==> config.mk <==
export PLATFORM = sky130hd
export DESIGN_NAME = ingress_pkt_router
export DESIGN_NICKNAME = d
export VERILOG_FILES = /design/src/rtl/router_pkg.sv /design/src/rtl/router_sync_fifo.sv /design/src/rtl/ingress_pkt_router.sv
export SDC_FILE = /design/constraint.sdc
export NUM_CORES = 1
export LEC_CHECK = 0
export CORE_MARGIN = 10
export CORE_UTILIZATION = 53
export CTS_BUF_LIST = sky130_fd_sc_hd__clkbuf_16
export DETAILED_ROUTE_END_ITERATION = 6
export GPL_TIMING_DRIVEN = 0
export PLACE_DENSITY = 0.73
export SETUP_SLACK_MARGIN = 0.4
export SKIP_CTS_REPAIR_TIMING = 1
export SYNTH_ARGS = -nofsm -noshare
export SYNTH_HDL_FRONTEND = slang
export SYNTH_SLANG_ARGS = --single-unit
==> constraint.sdc <==
create_clock -name fast_clk -period 4.5 [get_ports fast_clk]
set_clock_uncertainty 0.1 [all_clocks]
set_input_delay 1.125 -clock fast_clk [delete_from_list [all_inputs] [get_ports fast_clk]]
set_output_delay 1.125 -clock fast_clk [all_outputs]
set_load 0.05 [all_outputs]
==> src/rtl/router_pkg.sv <==
// rtl/router_pkg.sv - shared types and constants for the ingress packet router
package router_pkg;

   localparam int DATA_W    = 8;
   localparam int NUM_PORTS = 4;
   localparam int PORT_W    = $clog2(NUM_PORTS);

   typedef enum logic [1:0] {
      SYNC = 2'd0,
      IDLE = 2'd1,
      FWD  = 2'd2,
      DROP = 2'd3
   } state_t;

   typedef struct packed {
      logic [PORT_W-1:0] port;
      logic              sop;
      logic              eop;
      logic [DATA_W-1:0] data;
   } fifo_entry_t;

endpackage

==> src/rtl/router_sync_fifo.sv <==
// rtl/router_sync_fifo.sv - single-clock FIFO with count/full/empty, generic entry type
module router_sync_fifo
   import router_pkg::*;
#(
   parameter int  DEPTH   = 16,
   parameter type entry_t = fifo_entry_t
) (
   input  logic                     clk,
   input  logic                     reset_b,
   input  logic                     push,
   input  entry_t                   push_entry,
   input  logic                     pop,
   output entry_t                   head,
   output logic [$clog2(DEPTH):0]   count,
   output logic                     full,
   output logic                     empty
);

   localparam int AW = $clog2(DEPTH);

   entry_t        mem [DEPTH];
   logic [AW:0]   wr_ptr;
   logic [AW:0]   rd_ptr;
   logic          do_push;
   logic          do_pop;

   // a push into a full FIFO is only taken when a pop frees the slot in the same cycle
   assign do_push = push && (!full || pop);
   assign do_pop  = pop && !empty;

   assign count = wr_ptr - rd_ptr;
   assign full  = (count == (AW+1)'(DEPTH));
   assign empty = (wr_ptr == rd_ptr);
   assign head  = mem[rd_ptr[AW-1:0]];

   // pointers carry one extra MSB so full and empty are distinguishable
   always_ff @(posedge clk or negedge reset_b) begin
      if (!reset_b) begin
         wr_ptr <= '0;
         rd_ptr <= '0;
      end else begin
         if (do_push) wr_ptr <= wr_ptr + 1'b1;
         if (do_pop)  rd_ptr <= rd_ptr + 1'b1;
      end
   end

   // storage array needs no reset; the read side is qualified by empty
   always_ff @(posedge clk) begin
      if (do_push) mem[wr_ptr[AW-1:0]] <= push_entry;
   end

endmodule

==> src/rtl/ingress_pkt_router.sv <==
// rtl/ingress_pkt_router.sv - address-match ingress router with byte FIFO; ROUTER_STATS_EN adds pkt_cnt/drop_cnt
module ingress_pkt_router
   import router_pkg::*;
#(
   parameter int FIFO_DEPTH = 16,
   parameter int DATA_W     = router_pkg::DATA_W
`ifdef ROUTER_STATS_EN
   ,parameter int CNT_W     = 16
`endif
) (
   input  logic              fast_clk,
   input  logic              reset_b,
   input  logic              data_valid,
   input  logic [DATA_W-1:0] data,
   output logic              data_stall,
   input  logic [DATA_W-1:0] addr_port_0,
   input  logic [DATA_W-1:0] addr_port_1,
   input  logic [DATA_W-1:0] addr_port_2,
   input  logic [DATA_W-1:0] addr_port_3,
   output logic              out_valid,
   input  logic              out_ready,
   output logic [DATA_W-1:0] out_data,
   output logic              out_sop,
   output logic              out_eop,
   output logic [1:0]        out_port
`ifdef ROUTER_STATS_EN
   ,output logic [CNT_W-1:0] pkt_cnt,
   output logic [CNT_W-1:0]  drop_cnt
`endif
);

   localparam int          AW       = $clog2(FIFO_DEPTH);
   localparam logic [AW:0] STALL_TH = (AW+1)'(FIFO_DEPTH - 2);

   state_t            state;
   logic [DATA_W-1:0] hold_data;
   logic              hold_sop;
   logic [1:0]        port_q;
   logic              eop_pending;

   logic              accept;
   logic              hit;
   logic [1:0]        hit_idx;
   logic              push;
   logic              push_fire;
   logic              pop;
   logic              eop_phase;
   logic              eop_pending_next;
   fifo_entry_t       push_entry;
   fifo_entry_t       head;
   logic [AW:0]       fifo_count;
   logic [AW:0]       count_next;
   logic              fifo_full;
   logic              fifo_empty;

   assign accept    = data_valid && !data_stall;
   assign pop       = out_valid && out_ready;
   assign push_fire = push && (!fifo_full || pop);
   assign eop_phase = (state == FWD) && (eop_pending || !data_valid);

   // address match with port 0 taking priority over 1, 2, 3
   always_comb begin
      hit     = 1'b1;
      hit_idx = 2'd0;
      if      (data == addr_port_0) hit_idx = 2'd0;
      else if (data == addr_port_1) hit_idx = 2'd1;
      else if (data == addr_port_2) hit_idx = 2'd2;
      else if (data == addr_port_3) hit_idx = 2'd3;
      else                          hit     = 1'b0;
   end

   // the held byte goes to the FIFO when its successor arrives, or with eop when the packet ends
   always_comb begin
      push       = 1'b0;
      push_entry = '{port: port_q, sop: hold_sop, eop: 1'b0, data: hold_data};
      if (eop_phase) begin
         push           = 1'b1;
         push_entry.eop = 1'b1;
      end else if (state == FWD && accept) begin
         push = 1'b1;
      end
   end

   assign count_next       = fifo_count + (AW+1)'(push_fire) - (AW+1)'(pop);
   assign eop_pending_next = eop_phase && !push_fire;

   // packet framing state machine with registered stall
   always_ff @(posedge fast_clk or negedge reset_b) begin
      if (!reset_b) begin
         state       <= SYNC;
         hold_data   <= '0;
         hold_sop    <= 1'b0;
         port_q      <= 2'd0;
         eop_pending <= 1'b0;
         data_stall  <= 1'b0;
      end else begin
         data_stall  <= (count_next >= STALL_TH) || eop_pending_next;
         eop_pending <= eop_pending_next;
         case (state)
            SYNC: if (!data_valid) state <= IDLE;
            IDLE: begin
               if (accept) begin
                  if (hit) begin
                     port_q    <= hit_idx;
                     hold_data <= data;
                     hold_sop  <= 1'b1;
                     state     <= FWD;
                  end else begin
                     state <= DROP;
                  end
               end
            end
            FWD: begin
               if (eop_phase) begin
                  if (push_fire) state <= IDLE;
               end else if (accept) begin
                  hold_data <= data;
                  hold_sop  <= 1'b0;
               end
            end
            DROP: if (!data_valid) state <= IDLE;
            default: state <= SYNC;
         endcase
      end
   end

   router_sync_fifo #(
      .DEPTH   (FIFO_DEPTH),
      .entry_t (fifo_entry_t)
   ) u_fifo (
      .clk        (fast_clk),
      .reset_b    (reset_b),
      .push       (push),
      .push_entry (push_entry),
      .pop        (pop),
      .head       (head),
      .count      (fifo_count),
      .full       (fifo_full),
      .empty      (fifo_empty)
   );

   assign out_valid = !fifo_empty;
   assign out_data  = fifo_empty ? '0    : head.data;
   assign out_sop   = fifo_empty ? 1'b0  : head.sop;
   assign out_eop   = fifo_empty ? 1'b0  : head.eop;
   assign out_port  = fifo_empty ? 2'd0  : head.port;

`ifdef ROUTER_STATS_EN
   // saturating counters: forwarded packets on eop push, dropped packets on entry to DROP
   always_ff @(posedge fast_clk or negedge reset_b) begin
      if (!reset_b) begin
         pkt_cnt  <= '0;
         drop_cnt <= '0;
      end else begin
         if (eop_phase && push_fire && pkt_cnt != '1)
            pkt_cnt <= pkt_cnt + 1'b1;
         if (state == IDLE && accept && !hit && drop_cnt != '1)
            drop_cnt <= drop_cnt + 1'b1;
      end
   end
`endif

endmodule
==> results of run 1 <==
[metal layers]
metal	up-vias	wire, um
met4	0	172
met5	-	0
li1	2126	-
met3	15	1351
met1	2477	8167
met2	168	9790
[sequential cells by signal, indices dropped and copies added (netlist names)]
| signal | count |
|---|---|
| hold_sop | 1 |
| u_fifo.wr_ptr | 5 |
| u_fifo.rd_ptr | 5 |
| u_fifo.mem | 192 |
| hold_data | 8 |
| port_q | 2 |
| state | 2 |
| data_stall | 1 |
| eop_pending | 1 |
[worst reg2reg max path, stage by stage (launching register included)]
cell and delay, ns:
dfrtp_1 0.36, buf_4 0.15, buf_12 0.15, clkinvlp_4 0.16, ha_4 0.27, a21o_1 0.18
a21oi_4 0.18, xor2_2 0.18, ha_1 0.16, nand2_1 0.08, nor3_4 0.23, a21oi_2 0.12
buf_6 0.16, ha_1 0.23, fa_2 0.38, a21oi_2 0.12, nor2_1 0.05, nor2_1 0.10
xnor3_1 0.23, mux2i_1 0.13, a21o_1 0.16
[where the power goes]
| part | internal, mW | switching (mW) |
|---|---|---|
| clock | 1.04 | 0.710 |
| combinational | 1.33 | 1.55 |
| sequential | 2.46 | 0.240 |
[through the flow]
step / hold WS (ns) / power (mW) / setup slack, ns
2_1_floorplan: 0.3617 / 4.673 / 0.4055
3_3_place_gp: 0.3747 / 5.374 / -0.9098
3_5_place_dp: 0.3874 / 5.466 / -0.4226
4_1_cts: 0.3984 / 7.224 / -0.8869
5_1_grt: 0.4095 / 7.713 / 0.3342
6_report: 0.3956 / 7.332 / 0.4632
[area by class of cell]
cell class	count	area, sq um
clock buffers	23	575.6
inverters	16	66.31
well taps	225	281.5
clock inverters	17	128.9
multi-input cells	239	2859
flip-flops and latches	217	6391
fillers	1171	6295
repair buffers	57	511.7
plain buffers	27	247.7
[final timing paths]
| path | startpoint | end | slack [ns] |
|---|---|---|---|
| max in group asynchronous | reset_b | hold_data[1]$_DFFE_PN0P_ | 2.38 |
| min | u_fifo.wr_ptr[4]$_DFFE_PN0P_ | u_fifo.wr_ptr[4]$_DFFE_PN0P_ | 0.40 |
| min in group asynchronous | reset_b | state[1]$_DFFE_PN0P_ | 1.18 |
| min reg2reg | u_fifo.wr_ptr[4]$_DFFE_PN0P_ | u_fifo.wr_ptr[4]$_DFFE_PN0P_ | 0.40 |
| max reg2reg | u_fifo.rd_ptr[1]$_DFFE_PN0P_ | data_stall$_DFF_PN0_ | 0.54 |
| max | u_fifo.rd_ptr[0]$_DFFE_PN0P_ | out_data[5] | 0.46 |
[cell usage in the layout, fill, tap and decap left out, drive strengths merged, types with 2 or more instances in the layout]
| cell type | instances |
|---|---|
| xor2 | 13 |
| o21ai | 6 |
| and3 | 16 |
| clkdlybuf4s50 | 36 |
| nor2 | 13 |
| ha | 18 |
| edfxtp | 192 |
| nor4 | 2 |
| nor2b | 14 |
| bufinv | 2 |
| buf | 32 |
| a21boi | 4 |
| clkbuf | 39 |
| fa | 2 |
| nor3 | 2 |
| nand2 | 11 |
| and2 | 2 |
| mux4 | 60 |
| o22a | 2 |
| dfrtp | 25 |
| clkinv | 10 |
| a31oi | 2 |
| a21o | 4 |
| a21oi | 8 |
| inv | 20 |
| xnor2 | 33 |
| nand4 | 9 |
| mux2 | 8 |
[cell families (layout without fill, tap and decap cells)]
| logic type | count (synthesis) | in the layout |
|---|---|---|
| AO/OA/AOI/OAI | 29 | 29 |
| flip-flops | 217 | 217 |
| buffers and inverters | 43 | 140 |
| XOR/XNOR | 47 | 47 |
| multiplexers | 69 | 69 |
| adder cells (fa/ha/maj) | 20 | 20 |
| AND/OR/NAND/NOR | 74 | 74 |
==> results.json, run 1 <==
{
  "hpwl_um": 12970,
  "yosys_register_bits": 217,
  "cts_sinks": 217,
  "rsz0062_at_grt": "yes",
  "synth_top_family_by_area": "multiplexers",
  "yosysMostFrequentCell": "edfxtp_1",
  "post-place-cells": 775,
  "yosysTopAreaCell": "edfxtp_1",
  "grt_max_degree": 26,
  "timing.fmax_ghz": 0.2477,
  "async_flop_share_pct": 11.52,
  "core_sq_mm": 0.01736,
  "final.setup.tns_ns": 0,
  "drv_slew": 0,
  "finalCritPeriodShare_pct": 89.71,
  "critical-path-max-stage-delay_ns": 0.58,
  "gp_congestion": 0.7977,
  "clock_latency_ns": 0.49,
  "grt_pass1_wl_um": 30500,
  "clkTransAtPathRegs_ns": 0.06,
  "grt_antenna_before_repair": 0,
  "synth-compound-area-share_pct": 2.025,
  "gr-max-usage-layer": "met2",
  "fin_area_sq_mm": 0.01106,
  "max-cap-violations": 0,
  "area_growth_pct": 17.77,
  "ys_types": 39,
  "synthFlopType": "edfxtp_1",
  "crit_cells": 6,
  "critical_path_class": "flip-flop to output pin",
  "slew_headroom_pct": 18.23,
  "cts_root_buf": "clkbuf_16",
  "htreeDepth": 1,
  "hold_depth": 1,
  "synthAdderAreaFrac_pct": 2.824,
  "status": "finished clean",
  "final_core_util_pct": 63.73,
  "stdcell_count": 821,
  "yosysWarnings": 0,
  "ioPinCount": 58,
  "drc": 0,
  "vias_per_cell": 5.829,
  "synth-simple-area-share_pct": 4.489,
  "initial_core_util_pct": 54.12,
  "synth_nets": 563,
  "met1_usage_pct": 21.96,
  "synthTopCellsByArea": "edfxtp_1 (61%), mux4_2 (14%), dfrtp_1 (6.7%)",
  "p_per_area_mw_per_mm2": 662.8,
  "synth_mux_area_share_pct": 15.77,
  "rows": 48,
  "cts_made_buffers": 23,
  "crit_required_ns": 3.27,
  "final-hold-violation-count": 0,
  "tightest_slew_ns": 1.223,
  "die_w_um": 153.1,
  "timing.final.setup_violations": 0,
  "layout-drive-gt1-share_pct": 27.68,
  "crit_chain": "clkbuf_2 -> buf_6 -> mux4_2 -> mux4_2 -> nor2b_1 -> buf_4",
  "cts_tree": "built",
  "cp-end-kind": "output pin",
  "synth-seq-area-share_pct": 68.04,
  "antenna_left": 0,
  "synthCells": 499,
  "num_antenna_cells": 0,
  "cts.path.max_buffers": 3,
  "synth_common_cells": "edfxtp_1 (192), mux4_2 (60), xnor2_1 (33), dfrtp_1 (25), ha_1 (18)",
  "synth_top_area_share_pct": 61.38,
  "synth_xor_area_share_pct": 4.529,
  "nNetsFinal": 645,
  "syn_area_per_cell_sq_um": 18.82,
  "vias": 4786,
  "die_area_sq_mm": 0.02345,
  "start_kind": "flip-flop",
  "grt_use_met2_pct": 27.50,
  "firstDrtPassIters": 4,
  "critPathMaxFanout": 10,
  "netlist_area_sq_mm": 0.009393,
  "drt-total-wl_um": 19480,
  "post_drt_wl_per_cell_um": 23.73,
  "rr_worst_depth": 20,
  "cpLargestDelayFamily": "multiplexers",
  "grt-ovfl-total": 0,
  "grt_pass1_vias": 5208,
  "synth-edff-count": 192,
  "peakVddDrop_mv": 0.5692,
  "cp.arrival_ns": 2.81,
  "slowest_stage": "mux4_2",
  "dr.first_iter.drc_count": 410,
  "port_buffers": 49,
  "placed_area_sq_mm": 0.01019,
  "die_h_um": 153.1,
  "hold_path_class": "flip-flop to flip-flop",
  "grt_usage_pct": 16.58,
  "use_met3_pct": 3.620,
  "final.min_clock_period_ns": 4.037,
  "critPathMostFrequentCell": "mux4_2",
  "cellLeakagePower_nw": 3.877,
  "cp.buffers_inverters": 3
}
Note: power is estimated with default switching activity, not from simulation.
==> inputs of run 2 (changes only) <==
Settings changed: CORE_UTILIZATION 53 to 55, SLEW_MARGIN set to 20.
Clock period 4.5 ns to 4.3 ns, I/O delays scaled along.
==> run 2 against run 1 <==
- wire length grew 3.2%
- via count grew 0.92%
- final cell count decreased by 0.49%
- hold slack hardly changed
==> results.json, run 2 (synthesis gave the netlist of run 1 again) <==
{
  "die_h_um": 150.7,
  "htreeDepth": 1,
  "fillers": 1087,
  "die_w_um": 150.7,
  "antenna_left": 0,
  "hp-start": "u_fifo.wr_ptr[4]$_DFFE_PN0P_",
  "nNetsFinal": 646,
  "timing.fmax_ghz": 0.2613,
  "post_drt_wl_per_cell_um": 24.61,
  "setup_ws_ns": 0.4730,
  "drc": 0,
  "grt_usage_pct": 18.00,
  "tightest_slew_ns": 0.8873,
  "r2r_start": "u_fifo.rd_ptr[1]$_DFFE_PN0P_",
  "final-hold-violation-count": 0,
  "slew_headroom_pct": 40.85,
  "grt_pass1_vias": 5176,
  "startpoint": "u_fifo.rd_ptr[0]$_DFFE_PN0P_",
  "p_total_mw": 7.807,
  "hpwl_um": 13230,
  "initial_core_util_pct": 56.44,
  "met1_usage_pct": 23.42,
  "gp_congestion": 0.7860,
  "final_core_util_pct": 66.92,
  "drt-total-wl_um": 20110,
  "cp.arrival_ns": 2.65,
  "final.setup.tns_ns": 0,
  "largest_reg_flops": 192,
  "whs_endpoint": "u_fifo.wr_ptr[4]$_DFFE_PN0P_",
  "rsz0062_at_grt": "yes",
  "whs_ns": 0.3958,
  "p_per_area_mw_per_mm2": 701.0,
  "clock_latency_ns": 0.50,
  "vias_per_cell": 5.912,
  "status": "finished clean",
  "final.min_clock_period_ns": 3.827,
  "peakVddDrop_mv": 0.6736,
  "grt_pass1_wl_um": 30790,
  "area_growth_pct": 18.57,
  "rows": 47,
  "vias": 4830,
  "layout-drive-gt1-share_pct": 28.31,
  "placed_area_sq_mm": 0.01019,
  "grt_use_met2_pct": 30.20,
  "grt-ovfl-total": 0,
  "rr_worst_depth": 20,
  "cts_tree": "built",
  "setup.reg_to_reg.worst_slack_ns": 0.48,
  "cts.path.max_buffers": 3,
  "stdcell_count": 817,
  "start_kind": "flip-flop",
  "drv_slew": 0,
  "hold_depth": 1,
  "ioPinCount": 58,
  "core_sq_mm": 0.01664,
  "critPathMaxFanout": 10,
  "fin_area_sq_mm": 0.01114,
  "grt_antenna_before_repair": 0,
  "die_area_sq_mm": 0.02270,
  "crit_required_ns": 3.12,
  "clkTransAtPathRegs_ns": 0.06,
  "cts_made_buffers": 22,
  "place_ws_ns": -0.3847,
  "cts_sinks": 217,
  "dr.first_iter.drc_count": 334,
  "port_buffers": 49,
  "layout_commonest_cell": "edfxtp_1",
  "max-cap-violations": 0,
  "post-place-cells": 770,
  "num_antenna_cells": 0,
  "cp-end-kind": "output pin",
  "cellLeakagePower_nw": 3.906,
  "timing.final.setup_violations": 0,
  "final_cell_mix": "edfxtp_1 (192), mux4_2 (60), clkdlybuf4s50_1 (35), xnor2_1 (32), dfrtp_1 (25)",
  "firstDrtPassIters": 4,
  "r2r-end": "data_stall$_DFF_PN0_",
  "use_met3_pct": 4.292,
  "finalCritPeriodShare_pct": 89.00,
  "cts_root_buf": "clkbuf_16",
  "grt_max_degree": 26,
  "gr-max-usage-layer": "met2",
  "hold_path_class": "flip-flop to flip-flop",
  "critical_path_class": "flip-flop to output pin"
}
## run 2: cell type report
| type | count | area, sq um | share of cell area, % |
|---|---|---|---|
| Multi-Input combinational cell | 239 | 2893 | 25.97 |
| Tap cell | 220 | 275.3 | 2.472 |
| Timing Repair Buffer | 59 | 533.0 | 4.786 |
| Inverter | 16 | 75.07 | 0.6741 |
| Sequential cell | 217 | 6391 | 57.39 |
| Buffer | 27 | 304.0 | 2.730 |
| Clock buffer | 23 | 575.6 | 5.168 |
| Clock inverter | 16 | 90.09 | 0.8089 |
## run 2: how the worst max path moves through the flow
stage	slack [ns]	endpoint	cells after the start
global placement	-0.87	u_fifo.mem[3][5]$_DFFE_PP_	11
finish	0.47	out_eop	6
detailed placement	-0.38	data_stall$_DFF_PN0_	19
global route	0.30	data_stall$_DFF_PN0_	20
floorplan	0.40	data_stall$_DFF_PN0_	20
CTS	-0.90	out_port[0]	9
## run 2: power breakdown
| part | total (mW) | internal (mW) | switching [mW] |
|---|---|---|---|
| combinational | 3.21 | 1.52 | 1.69 |
| sequential | 2.83 | 2.58 | 0.256 |
| clock | 1.76 | 1.02 | 0.744 |
## run 2: critical path, cell delays in order (launching register included)
cell and delay (ns):
dfrtp_1 0.38, buf_6 0.18, buf_8 0.18, mux4_2 0.53, mux4_2 0.49, nor2b_1 0.17
buf_2 0.22
## run 2: per-layer routing
layer	part of all wire (%)	wire length (um)
met1	41	8196
met2	52	10370
met3	6.5	1308
met4	1.2	232
met5	0	0
==> inputs of run 3 (changes only) <==
--- a/config.mk
+++ b/config.mk
@@ -8,3 +8,3 @@
 export CORE_MARGIN = 10
-export CORE_UTILIZATION = 55
+export CORE_UTILIZATION = 25
 export CTS_BUF_LIST = sky130_fd_sc_hd__clkbuf_16
@@ -12,3 +12,3 @@
 export GPL_TIMING_DRIVEN = 0
-export PLACE_DENSITY = 0.73
+export PLACE_DENSITY = 0.38
 export SETUP_SLACK_MARGIN = 0.4
==> constraint.sdc (replaced) <==
create_clock -name fast_clk -period 4.3 [get_ports fast_clk]
set_clock_uncertainty 0.1 [all_clocks]
set_input_delay 1.29 -clock fast_clk [delete_from_list [all_inputs] [get_ports fast_clk]]
set_output_delay 1.29 -clock fast_clk [all_outputs]
set_load 0.05 [all_outputs]
==> run 3 against run 2 <==
- worst setup slack worse by 0.22 ns
- largest cell class unchanged
- clock power rose by 18%
- hold slack got worse by 0.015 ns
- fmax is 5.4% lower
- register-to-register slack lost 0.06 ns
- total power rose by 4.0%
- sequential share of layout area down 2.5 points
- critical path depth unchanged
- flip-flop and latch count stayed put
==> results.json, run 3 (synthesis gave the netlist of run 1 again) <==
{
  "rr_worst_depth": 20,
  "switchingPower_mw": 2.792,
  "crit_required_ns": 2.91,
  "die_w_um": 213.8,
  "die_h_um": 213.8,
  "cts_root_buf": "clkbuf_16",
  "final-hold-violation-count": 0,
  "stdcell_count": 1108,
  "cp.buffers_inverters": 3,
  "slew_headroom_pct": 30.95,
  "gp_congestion": 0.7505,
  "finalCritPeriodShare_pct": 94.04,
  "p_seq_share_pct": 35.2,
  "core_sq_mm": 0.03687,
  "hold_depth": 1,
  "cts_made_buffers": 26,
  "setup_ws_ns": 0.2561,
  "cpLargestDelayFamily": "multiplexers",
  "initial_core_util_pct": 25.47,
  "cts_tree": "built",
  "drv_slew": 0,
  "hpwl_um": 16080,
  "p_total_mw": 8.120,
  "critical_path_class": "flip-flop to output pin",
  "clkTransAtPathRegs_ns": 0.06,
  "grt_antenna_before_repair": 0,
  "drt-total-wl_um": 24370,
  "drc": 0,
  "die_area_sq_mm": 0.04572,
  "tightest_slew_ns": 1.036,
  "hp-start": "u_fifo.wr_ptr[4]$_DFFE_PN0P_",
  "grt_pass1_vias": 5336,
  "p_per_area_mw_per_mm2": 697.7,
  "cellLeakagePower_nw": 3.967,
  "status": "finished clean",
  "vias_per_cell": 4.308,
  "firstDrtPassIters": 4,
  "route.met2.wl_um": 12320,
  "cts.path.max_buffers": 3,
  "layout-drive-gt1-share_pct": 29.80,
  "whs_ns": 0.3812,
  "start_kind": "flip-flop",
  "final.setup.tns_ns": 0,
  "crit_chain": "buf_6 -> buf_2 -> mux4_2 -> mux4_2 -> nor2b_1 -> buf_2",
  "critPathMaxFanout": 10,
  "largest_reg_flops": 192,
  "rsz0062_at_grt": "yes",
  "critical-path-max-stage-delay_ns": 0.47,
  "grt_usage_pct": 10.84,
  "fillers": 3580,
  "wl_met1_um": 10630,
  "cts_sinks": 217,
  "peakVddDrop_mv": 0.2532,
  "ioPinCount": 58,
  "dr.first_iter.drc_count": 228,
  "rows": 70,
  "area_growth_pct": 23.91,
  "whs_endpoint": "u_fifo.wr_ptr[4]$_DFFE_PN0P_",
  "maxUsedRoutingLayer": "met4",
  "grt-ovfl-total": 0,
  "grt_max_degree": 26,
  "placed_area_sq_mm": 0.01056,
  "r2r_start": "u_fifo.rd_ptr[1]$_DFFE_PN0P_",
  "antenna_left": 0,
  "vias": 4773,
  "timing.fmax_ghz": 0.2473,
  "route.met3.wl_um": 1059,
  "num_antenna_cells": 0,
  "layout_commonest_cell": "edfxtp_1",
  "clock_latency_ns": 0.52,
  "power.internal_mw": 5.328,
  "post_drt_wl_per_cell_um": 22.00,
  "clkPwrFrac_pct": 25.4,
  "htreeDepth": 1,
  "cp.arrival_ns": 2.65,
  "setup.reg_to_reg.worst_slack_ns": 0.42,
  "switching_share_pct": 34.39,
  "final_core_util_pct": 31.56,
  "max-cap-violations": 0,
  "final.min_clock_period_ns": 4.044,
  "p_comb_share_pct": 39.4,
  "cp-end-kind": "output pin",
  "port_buffers": 49,
  "slowest_stage": "mux4_2",
  "timing.final.setup_violations": 0,
  "r2r-end": "data_stall$_DFF_PN0_",
  "fin_area_sq_mm": 0.01164,
  "hold_path_class": "flip-flop to flip-flop",
  "grt_pass1_wl_um": 36210,
  "final_cell_mix": "edfxtp_1 (192), mux4_2 (60), clkdlybuf4s50_1 (35), xnor2_1 (32), clkbuf_16 (27)",
  "place_ws_ns": -1.079,
  "post-place-cells": 1055,
  "nNetsFinal": 649
}
run 3: worst register-to-register path, stage by stage, from the launching register on:
cell        delay [ns]
dfrtp_1           0.37
buf_6             0.13
buf_12            0.11
clkinvlp_4        0.12
ha_4              0.23
a21o_1            0.16
a21oi_2           0.19
xor2_1            0.24
ha_2              0.21
nand2_2           0.06
nor3_4            0.24
a21oi_4           0.10
buf_6             0.16
ha_4              0.16
fa_2              0.36
a21oi_2           0.14
nor2_1            0.05
nor2_1            0.11
xnor3_1           0.23
mux2i_1           0.13
a21o_1            0.16
run 3: how the worst max path moves through the flow:
| stage | depth (start not counted) | from | to | slack, ns |
|---|---|---|---|---|
| after CTS | 9 | u_fifo.rd_ptr[2]$_DFFE_PN0P_ | out_port[0] | -1.65 |
| after detailed placement | 9 | u_fifo.rd_ptr[2]$_DFFE_PN0P_ | out_port[0] | -1.08 |
| final | 6 | u_fifo.rd_ptr[1]$_DFFE_PN0P_ | out_port[1] | 0.26 |
| after floorplan | 20 | u_fifo.rd_ptr[1]$_DFFE_PN0P_ | data_stall$_DFF_PN0_ | 0.40 |
| after global routing | 6 | u_fifo.rd_ptr[0]$_DFFE_PN0P_ | out_eop | 0.16 |
| after global placement | 11 | u_fifo.rd_ptr[2]$_DFFE_PN0P_ | u_fifo.mem[3][7]$_DFFE_PP_ | -1.74 |
run 3: layer usage:
metal / track usage, % / up-vias
met5: 0 / -
met4: 2.518 / 0
met3: 2.059 / 24
met2: 19.10 / 109
met1: 13.43 / 2501
li1: - / 2139
run 3: power groups by stage:
stage	clock network, mW	registers [mW]	logic, mW
6_report	2.07	2.85	3.20
5_1_grt	2.22	2.89	3.47
4_1_cts	2.13	2.86	3.00
3_5_place_dp	0	2.90	2.99
3_3_place_gp	0	2.87	2.97
2_1_floorplan	0	2.78	2.13
run 3: area by class of cell:
class	instances	area (sq um)	area share, %
flip-flops and latches	217	6391	54.91
multi-input cells	239	2889	24.82
clock buffers	27	675.6	5.805
well taps	504	630.6	5.418
repair buffers	58	529.3	4.547
plain buffers	27	317.8	2.731
clock inverters	20	138.9	1.193
inverters	16	66.31	0.5698
